File: src/rtl/cache_miss_ctrl_if.sv
// Memory-side request/response port of the L1 miss and write-through controller.
// The controller is the master. The data memory is the slave.
interface cache_miss_ctrl_if;
  logic [31:0] mem_addr;
  logic [31:0] mem_wdata;
  logic        mem_byte;
  logic        mem_re;
  logic        mem_we;
  logic [31:0] mem_rdata;
  logic        mem_ready;

  modport master (
    output mem_addr, mem_wdata, mem_byte, mem_re, mem_we,
    input  mem_rdata, mem_ready
  );

  modport slave (
    input  mem_addr, mem_wdata, mem_byte, mem_re, mem_we,
    output mem_rdata, mem_ready
  );
endinterface

File: src/rtl/cache_miss_ctrl.sv
// L1 data-cache miss controller with a FIFO write-through store buffer.
// The buffer always drains ahead of a miss read so that memory sees requests in program order.
module cache_miss_ctrl #(
  parameter int unsigned WBUF_DEPTH = 4
) (
  input  logic              clk,
  input  logic              rst,
  input  logic [31:0]       addressM,
  input  logic [31:0]       dataM,
  input  logic              LoadM,
  input  logic              memwriteM,
  input  logic              StoreM,
  input  logic              hit,
  output logic              stall,
  output logic              fill_en,
  output logic [31:0]       fill_data,
  cache_miss_ctrl_if.master mem
);
  localparam int unsigned PTR_W = (WBUF_DEPTH > 1) ? $clog2(WBUF_DEPTH) : 1;
  localparam int unsigned CNT_W = PTR_W + 1;

  typedef struct packed {
    logic        is_byte;
    logic [31:0] addr;
    logic [31:0] data;
  } wbuf_entry_t;

  typedef enum logic [1:0] {IDLE, DRAIN, READ, FILL} state_t;

  state_t            state;
  logic [CNT_W-1:0]  count;
  logic [PTR_W-1:0]  rd_ptr;
  logic [PTR_W-1:0]  wr_ptr;
  logic [31:0]       miss_addr;
  wbuf_entry_t       wbuf [WBUF_DEPTH];
  wbuf_entry_t       head;

  logic miss;
  logic full;
  logic empty;
  logic push;
  logic pop;
  logic re;
  logic we;

  // Full/empty come from the registered count only, so a same-cycle pop never frees a slot early.
  always_comb begin
    miss          = LoadM & ~hit;
    full          = (count == CNT_W'(WBUF_DEPTH));
    empty         = (count == '0);
    stall         = (state != IDLE) | ((state == IDLE) & miss) | (memwriteM & full);
    push          = memwriteM & ~stall & ~full;
    head          = wbuf[rd_ptr];
    re            = (state == READ);
    we            = (state != READ) & ~empty;
    pop           = we & mem.mem_ready;
    mem.mem_re    = re;
    mem.mem_we    = we;
    mem.mem_addr  = '0;
    mem.mem_wdata = '0;
    mem.mem_byte  = 1'b0;
    if (re) begin
      mem.mem_addr = miss_addr;
    end else if (we) begin
      mem.mem_addr  = head.addr;
      mem.mem_wdata = head.data;
      mem.mem_byte  = head.is_byte;
    end
  end

  // Buffer storage needs no reset: entries are only observed when count says they are valid.
  always_ff @(posedge clk) begin
    if (push) begin
      wbuf[wr_ptr] <= '{is_byte: StoreM, addr: addressM, data: dataM};
    end
  end

  always_ff @(posedge clk) begin
    if (rst) begin
      state     <= IDLE;
      count     <= '0;
      rd_ptr    <= '0;
      wr_ptr    <= '0;
      miss_addr <= '0;
      fill_en   <= 1'b0;
      fill_data <= '0;
    end else begin
      if (push) wr_ptr <= wr_ptr + PTR_W'(1);
      if (pop)  rd_ptr <= rd_ptr + PTR_W'(1);
      count   <= count + CNT_W'(push) - CNT_W'(pop);
      fill_en <= 1'b0;
      case (state)
        IDLE: begin
          if (miss) begin
            miss_addr <= addressM;
            state     <= empty ? READ : DRAIN;
          end
        end
        DRAIN: begin
          if (empty) state <= READ;
        end
        READ: begin
          if (mem.mem_ready) begin
            fill_data <= mem.mem_rdata;
            fill_en   <= 1'b1;
            state     <= FILL;
          end
        end
        FILL: begin
          state <= IDLE;
        end
        default: state <= IDLE;
      endcase
    end
  end
endmodule

File: src/flat_wrapper.sv
// flat-port wrapper written by rule: the top's interface ports become plain ports
module cache_miss_ctrl_flat 
#(
  parameter int unsigned WBUF_DEPTH = 4
)
  (clk, rst, addressM, dataM, LoadM, memwriteM, StoreM, hit, stall, fill_en, fill_data, mem_mem_addr, mem_mem_wdata, mem_mem_byte, mem_mem_re, mem_mem_we, mem_mem_rdata, mem_mem_ready);
  cache_miss_ctrl_if mem_i ();
  input  logic clk;
  input  logic rst;
  input  logic [31:0] addressM;
  input  logic [31:0] dataM;
  input  logic LoadM;
  input  logic memwriteM;
  input  logic StoreM;
  input  logic hit;
  output logic stall;
  output logic fill_en;
  output logic [31:0] fill_data;
  output wire logic [$bits(mem_i.mem_addr)-1:0] mem_mem_addr;
  output wire logic [$bits(mem_i.mem_wdata)-1:0] mem_mem_wdata;
  output wire logic [$bits(mem_i.mem_byte)-1:0] mem_mem_byte;
  output wire logic [$bits(mem_i.mem_re)-1:0] mem_mem_re;
  output wire logic [$bits(mem_i.mem_we)-1:0] mem_mem_we;
  input wire logic [$bits(mem_i.mem_rdata)-1:0] mem_mem_rdata;
  input wire logic [$bits(mem_i.mem_ready)-1:0] mem_mem_ready;
  assign mem_mem_addr = mem_i.mem_addr;
  assign mem_mem_wdata = mem_i.mem_wdata;
  assign mem_mem_byte = mem_i.mem_byte;
  assign mem_mem_re = mem_i.mem_re;
  assign mem_mem_we = mem_i.mem_we;
  assign mem_i.mem_rdata = mem_mem_rdata;
  assign mem_i.mem_ready = mem_mem_ready;
  cache_miss_ctrl #(.WBUF_DEPTH(WBUF_DEPTH)) u_core (.clk(clk), .rst(rst), .addressM(addressM), .dataM(dataM), .LoadM(LoadM), .memwriteM(memwriteM), .StoreM(StoreM), .hit(hit), .stall(stall), .fill_en(fill_en), .fill_data(fill_data), .mem(mem_i));
endmodule
File: config.mk
export PLATFORM = sky130hd
export DESIGN_NAME = cache_miss_ctrl_flat
export DESIGN_NICKNAME = d
export VERILOG_FILES = /design/src/rtl/cache_miss_ctrl_if.sv /design/src/rtl/cache_miss_ctrl.sv /design/src/flat_wrapper.sv
export SDC_FILE = /design/constraint.sdc
export NUM_CORES = 1
export LEC_CHECK = 0
export ABC_AREA = 1
export CORE_MARGIN = 1
export CORE_UTILIZATION = 45
export DETAILED_ROUTE_END_ITERATION = 10
export GPL_TIMING_DRIVEN = 0
export PLACE_DENSITY = 0.72
export SYNTH_ARGS = -nofsm -noshare
export SYNTH_HDL_FRONTEND = slang
export SYNTH_SLANG_ARGS = --single-unit
export TNS_END_PERCENT = 20
File: constraint.sdc
create_clock -name clk -period 7.5 [get_ports clk]
set_input_delay 1.125 -clock clk [delete_from_list [all_inputs] [get_ports clk]]
set_output_delay 1.125 -clock clk [all_outputs]
set_load 0.02 [all_outputs]
; ---- Yosys cells after proc, flatten, opt, wreduce, memory -nomap -nowiden
; Memory sizes are Yosys's and may differ from the RTL's. A register that Yosys moved wholly into a read port is not among the register bits.
; Index checks and enable logic that the tools add are counted.
[totals]
wordCells = 57
n_memories = 1
ramBits = 260
ff_bits = 74
[memory_table]
columns = name, depth, word_bits, rd, rd_ports_with_merged_regs, wr, line_no
row1 = u_core.wbuf, 4, 65, 1, 1, 1, cache_miss_ctrl.sv:35  ; wbuf_entry_t wbuf [WBUF_DEPTH];
[op_classes]
bitwise_logic = 14
muxes = 16
n_reduce_logical = 7
n_addsub = 4
eq_ne = 8
[op_table]
columns = operator, count
row1 = $mux W32, 4
row2 = $mux W2, 6
row3 = $pmux W2 S4, 1
row4 = $and A1 B1 Y1, 7
row5 = $ne A2 B1 Y1 const B, 3
row6 = $mux W1, 5
row7 = $not A1 Y1, 5
row8 = $add A2 B1 Y2 const B, 2
row9 = $eq A2 B2 Y1 const B, 2
row10 = $reduce_and A2 Y1, 2
row11 = $add A3 B1 Y3, 1
row12 = $eq A3 B3 Y1 const B, 1
row13 = $logic_not A3 Y1, 1
row14 = $reduce_and A3 Y1, 1
row15 = $sub A3 B1 Y3, 1
row16 = $eq A2 B1 Y1 const B, 1
row17 = $logic_not A2 Y1, 1
row18 = $ne A2 B2 Y1 const B, 1
row19 = $or A1 B1 Y1, 2
row20 = $reduce_bool A2 Y1, 1
row21 = $reduce_or A2 Y1, 1

; ---- Longest topological paths before layout
; Gate-level depths: netlist of the first run.
[logic_depth]
word_depth = 10
mapped_depth = 13
mapped_depth_nobuf = 13

; ---- Worst setup path after synthesis of the first run
; Ideal clock, no wire load.
[synth_timing]
kind = input port to flip-flop
from = input hit
to = memory u_core.wbuf[0][0] (netlist name) (enable)
setup_slack_ps = 2718
required_time_ps = 7011
setup_time_ps = 489
path_stages = 4
arrival_time_ps = 4293
path_cell_list = inv_1 > a21oi_1 > nand3_1 > nor2_1
[synth_via]
elab_chain_len = 10
[synth_lines]
columns = item, line_no
row1 = "start, declared", flat_wrapper.sv:15  ; input logic hit;
row2 = $not A1 Y1, cache_miss_ctrl.sv:48  ; miss = LoadM & ~hit;
row3 = $and A1 B1 Y1, cache_miss_ctrl.sv:48
row4 = $and A1 B1 Y1, cache_miss_ctrl.sv:51  ; stall = (state != IDLE) | ((state == IDLE) & miss) | (memwriteM & full);
row5 = $or A1 B1 Y1 (2 in a row), cache_miss_ctrl.sv:51
row6 = $not A1 Y1, cache_miss_ctrl.sv:52  ; push = memwriteM & ~stall & ~full;
row7 = $and A1 B1 Y1 (2 in a row), cache_miss_ctrl.sv:52
row8 = $mux W1, cache_miss_ctrl.sv:73  ; if (push) begin
row9 = $mux W1 (implied by the code), cache_miss_ctrl.sv:74  ; wbuf[wr_ptr] <= '{is_byte: StoreM, addr: addressM, data: dataM};
row10 = "end, declared", cache_miss_ctrl.sv:35
; Every way passes these cells.

; ---- Worst setup path after layout of the first run
[layout_timing]
from = register u_core.state[0]
to = output mem_mem_addr[3]
[layout_via]
elab_chain_len = 4
[layout_lines]
columns = item, line_no
row1 = "start, declared", cache_miss_ctrl.sv:30  ; state_t state;
row2 = "start signal, assigned", cache_miss_ctrl.sv:96  ; state <= empty ? READ : DRAIN;
row3 = $ne A2 B2 Y1, cache_miss_ctrl.sv:55  ; we = (state != READ) & ~empty;
row4 = $and A1 B1 Y1, cache_miss_ctrl.sv:55
row5 = $mux W32, cache_miss_ctrl.sv:64  ; end else if (we) begin
row6 = $mux W32 (*), cache_miss_ctrl.sv:62  ; if (re) begin
row7 = "end, declared", flat_wrapper.sv:19  ; output wire logic [$bits(mem_i.mem_addr)-1:0] mem_mem_addr;
; Every way passes the cells marked *; elsewhere a longest branch is shown, timed or not.

==> results.md, run 1 <==
- The number of global-route vias before repair was 9437.
- For the worst setup path, the data required time is 6.38 ns.
- The area added between synthesis and finish is 29.1%.
- The number of nets in the layout is 1538.
- The number of buffers inserted by port buffering is 203.
- The mean routed wirelength per cell is 17.7 um.
- Counting distinct cell types in the post-synthesis netlist gives 25.
- The initial utilization of the core area, before any placement, comes to 0.458.
- In the synthesized netlist, the number of instances is 1175.
- The final critical-path setup slack is 3.49 ns.
- The fmax is 249 MHz.
- At the pin with the least slew margin, the transition time is 0.782 ns.
- The maximum clock insertion buffer count is 3.
- Entering global routing, the biggest net connects 30 pins.
- The detailed-route wire length is 32600 um.
- Ranked by total cell area, the synthesized netlist is headed by edfxtp_1, dfxtp_1, nor2_1.
- The analysis attributes to cell leakage a power of 6.04 nW.
- The number of post-CTS setup repair buffers is 0.
- The first global-routing pass estimated 51200 um of wire.
- Setup repair after global routing left no endpoint under its margin.
- Summing every instance area after synthesis gives 13200 um2.
- The number of slew-limit violations in the final report is 0.
- The root buffer selected by CTS is clkbuf_16.
- The startpoint class of the critical path is a flip-flop.
- In this run, synthesis produced a sequential element count of 336.
- The number of clock sinks is 336.
- The share of cells above drive strength 1 is 0.0820.
- The fraction of post-synthesis cell area in the top cell type by area is 0.592.
- The type of destination of the critical path is an output pin.
- The number of failing setup endpoints in the final timing report is 0.
- The clock-pin transition on the worst setup and hold timing paths is 0.06 ns.
- The worst-case IR drop observed on VDD is 0.187 mV.
- After clock tree synthesis, the repair step resized 0 gates.
- The hold violation count in the final report is 0.
- The number of antenna-violating nets in the routed design is 0.
- The worst-case setup slack after placement is 3.82 ns.
- The clock insertion delay at the later pin of the skew report is 0.51 ns.
- The total number of yosys warnings is 0.
- The worst min-delay path class is reg -> reg.
- Power spread over the standard cell area amounts to 376 nW/um2.
- The weighted congestion at the end of routability-driven global placement is 0.768.
- The clock arrives with 0.0179 ns of skew.
- The die outline area is 30000 um2.
- The flow ran to the end, and the final reports show no timing, DRC or antenna violations.
- The total number of vias is 9475.
- The routed design could run at a clock period as short as 4.01 ns.
- For this run, the number of standard cells in the final layout without fillers is 1836.
- For this run, the total global-route usage over all layers was measured as 0.220.
- The average instance area after synthesis is 11.2 um2.
- For this design, the CTS-stage hold fixing added 0 buffers.
- The largest driver fanout on the critical path is 10.
- The number of top-level design ports is 204.
- The ratio of routed vias to standard cells is 5.16.
- Buffers inserted during clock tree synthesis total 35.
- The path type of the worst setup path is reg -> out.
- For this run, the register share of the synthesized area comes to 0.708.
- The number of antenna violations at the first check in global routing was 1.
- At the worst endpoint, the arrival time is 2.88 ns.
- In this run the core area contains 62 standard-cell rows.
- The width of the die is 173 um.
- The max-capacitance violation count is 0.
- At the end of the flow the core is filled with cells to 0.591.
- The placeable core region is 28800 um2.
- For this block, the initial DRC count from the detailed router was 816.
- The biggest area contributor in the post-synthesis netlist is edfxtp_1.
- The remaining global-route overflow is 0.
- The tightest hold path in the finished design has a slack of 0.443 ns.
- TritonCTS built the clock tree.
- The post-detailed-placement half-perimeter wirelength is 21500 um.
- In this run, placement finished with an instance count of 1771.
- Of the available clock period, the critical path in the final layout requires 0.535.
- The die is 173 um tall.
- The number of nets in the synthesized netlist is 1289.
- The first detailed-routing pass ran for 5 iterations.
- In the routed design, unresolved DRC markers number 0.
- The H-tree depth reported by CTS is 2.
- The remaining max-slew budget at the tightest pin is 0.478.
-- final timing paths --
path | from | endpoint | slack (ns) | cells after the start
min | u_core.miss_addr[6] | u_core.miss_addr[6] | 0.44 | 2
min reg2reg | u_core.miss_addr[6] | u_core.miss_addr[6] | 0.44 | 2
max | u_core.state[0] | mem_mem_addr[3] | 3.49 | 9
max reg2reg | u_core.state[0] | u_core.wbuf[0][20] | 4.83 | 7
-- where the power goes --
| group | internal, mW | total, mW | switching, mW |
|---|---|---|---|
| Clock | 0.939 | 1.62 | 0.680 |
| Combinational | 0.966 | 2.47 | 1.51 |
| Sequential | 2.24 | 2.31 | 0.0681 |
| Total | 4.15 | 6.40 | 2.26 |
-- worst max-delay path: stages, from the launching register on --
cell and delay [ns]:
dfxtp_1 0.33, inv_1 0.08, ha_1 0.25, inv_2 0.23, nand2_4 0.15, inv_4 0.12
buf_2 0.26, nand3_1 0.11, o21ai_0 0.16, clkdlybuf4s50_1 0.68
-- registers in the layout, summed over array words and instances, names as in the netlist, named ones only --
name              count
u_core.rd_ptr         2
u_core.miss_addr     32
u_core.wr_ptr         2
u_core.fill_en        1
u_core.state          2
u_core.wbuf         260
u_core.fill_data     32
u_core.count          3
-- layout make-up --
| class | instances | area, um2 |
|---|---|---|
| Tap cell | 384 | 480 |
| Multi-Input combinational cell | 711 | 3260 |
| Timing Repair Buffer | 212 | 2240 |
| Sequential cell | 336 | 9330 |
| Inverter | 57 | 216 |
| Clock inverter | 10 | 62.6 |
| Fill cell | 2354 | 11800 |
| Buffer | 71 | 414 |
| Antenna cell | 1 | 2.50 |
| Clock buffer | 54 | 1020 |
-- synth_stat cells --
| library cell | instances |
|---|---|
| a21oi_1 | 72 |
| buf_1 | 1 |
| buf_2 | 31 |
| buf_4 | 7 |
| buf_6 | 11 |
| clkbuf_1 | 21 |
| dfxtp_1 | 76 |
| edfxtp_1 | 260 |
| fa_1 | 1 |
| ha_1 | 10 |
| inv_1 | 52 |
| inv_2 | 4 |
| inv_4 | 1 |
| nand2_1 | 145 |
| nand2_2 | 1 |
| nand2_4 | 1 |
| nand3_1 | 100 |
| nand3_2 | 1 |
| nor2_1 | 211 |
| nor2_2 | 1 |
| o21ai_0 | 131 |
| o21ai_1 | 34 |
| or2_2 | 1 |
| xnor2_1 | 1 |
| xor2_1 | 1 |
-- metrics by stage --
step                setup TNS, ns  area [um2]  total power [mW]
finish                          0       17000              6.40
global route                    0       17000              6.74
CTS                             0       17000              6.46
detailed placement              0       15900              4.84
global placement           -17.33       15700              4.79
floorplan                       0       13200              3.72
-- logic make-up after synthesis --
logic type / share of synthesized area
simple gates: 0.142
flops: 0.708
compound gates: 0.0900
buf+inv: 0.0478
fa+ha+maj: 0.0110
xor+xnor: 0.00133
-- metal layers --
metal  up-vias  part of all wire  track usage  routed length [um]
met3        62             0.060       0.0389                1970
met2       321              0.49        0.377               16000
met4         0             0.024       0.0656                 791
li1       4566                 -            -                   -
met5         -                 0            0                   0
met1      4526              0.42        0.284               13800
-- cells in the final DEF, fill, tap and decap left out, types with 3 or more instances in the layout --
| master | instances |
|---|---|
| clkinv_1 | 4 |
| buf_16 | 4 |
| ha_1 | 10 |
| inv_2 | 4 |
| buf_2 | 31 |
| clkdlybuf4s50_1 | 203 |
| o21ai_1 | 34 |
| buf_4 | 7 |
| a21oi_1 | 72 |
| nor2_1 | 207 |
| nor2_4 | 4 |
| clkinv_2 | 3 |
| clkbuf_16 | 36 |
| dfxtp_1 | 76 |
| clkbuf_1 | 34 |
| inv_1 | 52 |
| clkbuf_8 | 5 |
| nand3_1 | 100 |
| buf_6 | 11 |
| nand2_1 | 145 |
| o21ai_0 | 131 |
| buf_12 | 5 |
| edfxtp_1 | 260 |
(Power assumes the default switching activity.)
==> run 2: changes to the inputs <==
--- a/config.mk
+++ b/config.mk
@@ -10,7 +10,7 @@
 export CORE_UTILIZATION = 45
 export DETAILED_ROUTE_END_ITERATION = 10
 export GPL_TIMING_DRIVEN = 0
-export PLACE_DENSITY = 0.72
+export PLACE_DENSITY = 0.74
 export SYNTH_ARGS = -nofsm -noshare
 export SYNTH_HDL_FRONTEND = slang
 export SYNTH_SLANG_ARGS = --single-unit
==> constraint.sdc (replaced) <==
create_clock -name clk -period 3.2 [get_ports clk]
set_input_delay 0.48 -clock clk [delete_from_list [all_inputs] [get_ports clk]]
set_output_delay 0.48 -clock clk [all_outputs]
set_load 0.02 [all_outputs]
==> results.md, run 2 (synthesized netlist as in run 1, its figures left out) <==
- The run finished with clean final reports.
- Counting along the longest clock path gives a buffer depth of 3.
- For the pin with the worst max-slew slack, the measured transition is 0.824 ns.
- On the critical path, the stage with the largest delay is an instance of clkdlybuf4s50_1.
- The initial cell density of the core is 0.458.
- The number of buffers inserted by port buffering is 203.
- The critical path is of the reg -> out type.
- Dividing the detail-routed wire length by the instance count gives 18.1 um.
- For this run, the total global-route usage over all layers was measured as 0.224.
- Of the total power, combinational logic draws 0.380.
- The ratio of routed vias to standard cells is 5.18.
- The first-pass iteration count of the detailed router is 5.
- The share of total power dissipated in sequential elements is 0.361.
- The internal portion of the total power is 9.66 mW.
- The HPWL after detailed placement is 21600 um.
- The number of antenna violations at the first check in global routing is 3.
- The number of post-CTS setup repair buffers is 0.
- For this design the total switching power over the nets is 5.32 mW.
- The number of global-route vias before repair is 9468.
- Leaving out fill and tap cells, the most frequent cell in the layout is edfxtp_1.
- Relative to the synthesized area, the layout overhead comes to 29.4%.
- The tree is rooted in a clkbuf_16.
- The floorplan has 62 rows.
- The maximum number of pins on one net before global-route repair is 29.
- The register-to-register path setup slack is 0.37 ns.
- Dividing the final minimum period by the clock period gives 0.963.
- The count of cells along the worst hold path is 2.
- The vertical die dimension is 173 um.
- The global-route wire length before repair is 51900 um.
- The type of destination of the critical path is an output pin.
- The highest ir drop seen on vdd is 0.459 mV.
- The switching portion of total power is 0.355.
- In this run the critical register-to-register path is launched from u_core.state[0].
- The register with the most flip-flops in the layout has 260 of them.
- The core region is 28800 um2.
- The worst min-delay path class is reg -> reg.
- In the final design database the tool counted 1537 nets.
- The critical hold path startpoint is u_core.miss_addr[0].
- The tree built by TritonCTS fans out to 336 sinks.
- Setup repair after global routing left no endpoint under its margin.
- Walking the worst path, the cells encountered are inv_1 > ha_1 > inv_4 > clkbuf_1 > o21ai_1 > clkdlybuf4s50_1.
- The max-capacitance violation count is 0.
- The number of failing setup endpoints in the final timing report is 0.
- The residual DRC count is 0.
- In the layout the commonest cells are edfxtp_1, nor2_1, clkdlybuf4s50_1.
- The required time at the worst-slack endpoint is 2.72 ns.
- The detailed router finished its first iteration with 774 violations.
- The delay of the slowest cell on the worst path is 0.66 ns.
- The startpoint class of the critical path is a flip-flop.
- Headroom to the max-slew limit came out at 0.449.
- The H-tree depth reported by CTS is 2.
- The register with the most flip-flops in the final layout is u_core.wbuf.
- The die covers 30000 um2.
- Clock latency on the worst-skew pair, taken at its later pin, is 0.52 ns.
- The clock-pin transition on the worst setup and hold timing paths is 0.06 ns.
- Static timing analysis puts the maximum clock frequency at 324 MHz.
- The largest driver fanout on the critical path is 10.
- The cell class contributing the biggest share of worst-path delay is buffers and inverters.
- Data on the critical path arrives at its endpoint at 2.60 ns.
- The endpoint of the worst hold path is u_core.miss_addr[0].
- In this run the critical register-to-register path is captured at u_core.wbuf[1][8].
- The setup skew after layout is 0.0288 ns.
- For this design the top-level I/O count stands at 204.
- The clock network fraction of total power is 0.259.
- Power spread over the standard cell area amounts to 878 nW/um2.
- The final standard cell utilization of the core is 0.593.
- The hold violation count in the final report is 0.
- The count of nets left with antenna violations once routing finished came out at 0.
- TritonCTS created 35 clock buffers.
- Subtracting the final worst setup slack from the clock period gives 3.08 ns.
- The largest registers in the layout are u_core.wbuf x260, u_core.fill_data x32, u_core.miss_addr x32.
- The number of slew-limit violations in the final report is 0.
- The detailed-route wire length is 33300 um.
- The CTS tree is yes.
- The cell count of the worst reg-to-reg path is 8.
- In the final layout, the share of cells above drive strength 1 is 0.0829.
- The post-placement cell count is 1770.
- The weighted congestion at the end of routability-driven global placement is 0.774.
- Summed over all cells, the static leakage comes to 6.51 nW.
- The count of cells in the finished layout, fillers not included, comes to 1835.
- The remaining global-route overflow is 0.
- The floorplan step set the die width to 173 um.
- The combined buffer and inverter count along the critical path is 4.
- The total number of vias is 9511.
run 2: worst register-to-register path, delay by kind of cell, from the launching register on:
kind | cells | cell delay, ns
fa+ha+maj | 1 | 0.23
flops | 1 | 0.32
compound gates | 1 | 0.23
simple gates | 2 | 1.04
buf+inv | 4 | 0.67
run 2: stage by stage:
stage | setup TNS (ns) | hold slack [ns] | cell area [um2] | power [mW] | worst slack, ns
after floorplan | -268.85 | 0.424 | 13200 | 8.71 | -1.03
after global placement | -999.15 | 0.432 | 15700 | 11.2 | -3.92
after detailed placement | -4.22 | 0.436 | 15900 | 11.3 | -0.118
after CTS | 0 | 0.446 | 17000 | 15.1 | 0.00172
after global routing | 0 | 0.471 | 17100 | 15.8 | 0.00298
final | 0 | 0.445 | 17100 | 15.0 | 0.117
run 2: area by class of cell:
cell class	instances	area, um2
fillers	2280	11700
multi-input cells	711	3260
well taps	384	480
diodes	3	7.51
clock inverters	13	88.8
inverters	57	219
flip-flops and latches	336	9330
repair buffers	211	2250
plain buffers	71	419
clock buffers	49	1010
run 2: routing by layer:
metal / GRT usage / wire length, um / vias to the layer above
li1: - / - / 4566
met1: 0.282 / 13600 / 4510
met2: 0.378 / 16400 / 373
met3: 0.0519 / 2520 / 62
met4: 0.0782 / 812 / 0
met5: 0 / 0 / -
run 2: repair_timing:
item,CTS,global route
gates resized for setup,19,29
endpoints found under the setup margin,36,46
endpoints found under the hold margin,0,0
hold buffers,0,0
pin swaps,0,0
run 2: how the worst max path moves through the flow:
stage               startpoint            endpoint  slack, ns  cells past startpoint
3_5_place_dp               hit  u_core.wbuf[1][12]      -0.12                      7
4_1_cts        u_core.state[0]    mem_mem_addr[14]      0.002                      9
5_1_grt        u_core.state[0]   mem_mem_wdata[12]      0.003                      7
3_3_place_gp               hit  u_core.wbuf[2][10]      -3.92                      5
2_1_floorplan  u_core.state[0]   u_core.wbuf[0][0]      -1.03                      6
6_report       u_core.state[0]     mem_mem_addr[1]       0.12                      6
run 2: power groups by stage:
stage	logic, mW	registers (mW)	clock network (mW)
floorplan	3.10	5.61	0
global placement	5.68	5.55	0
detailed placement	5.85	5.50	0
CTS	5.80	5.41	3.94
global route	6.19	5.45	4.12
finish	5.69	5.41	3.88
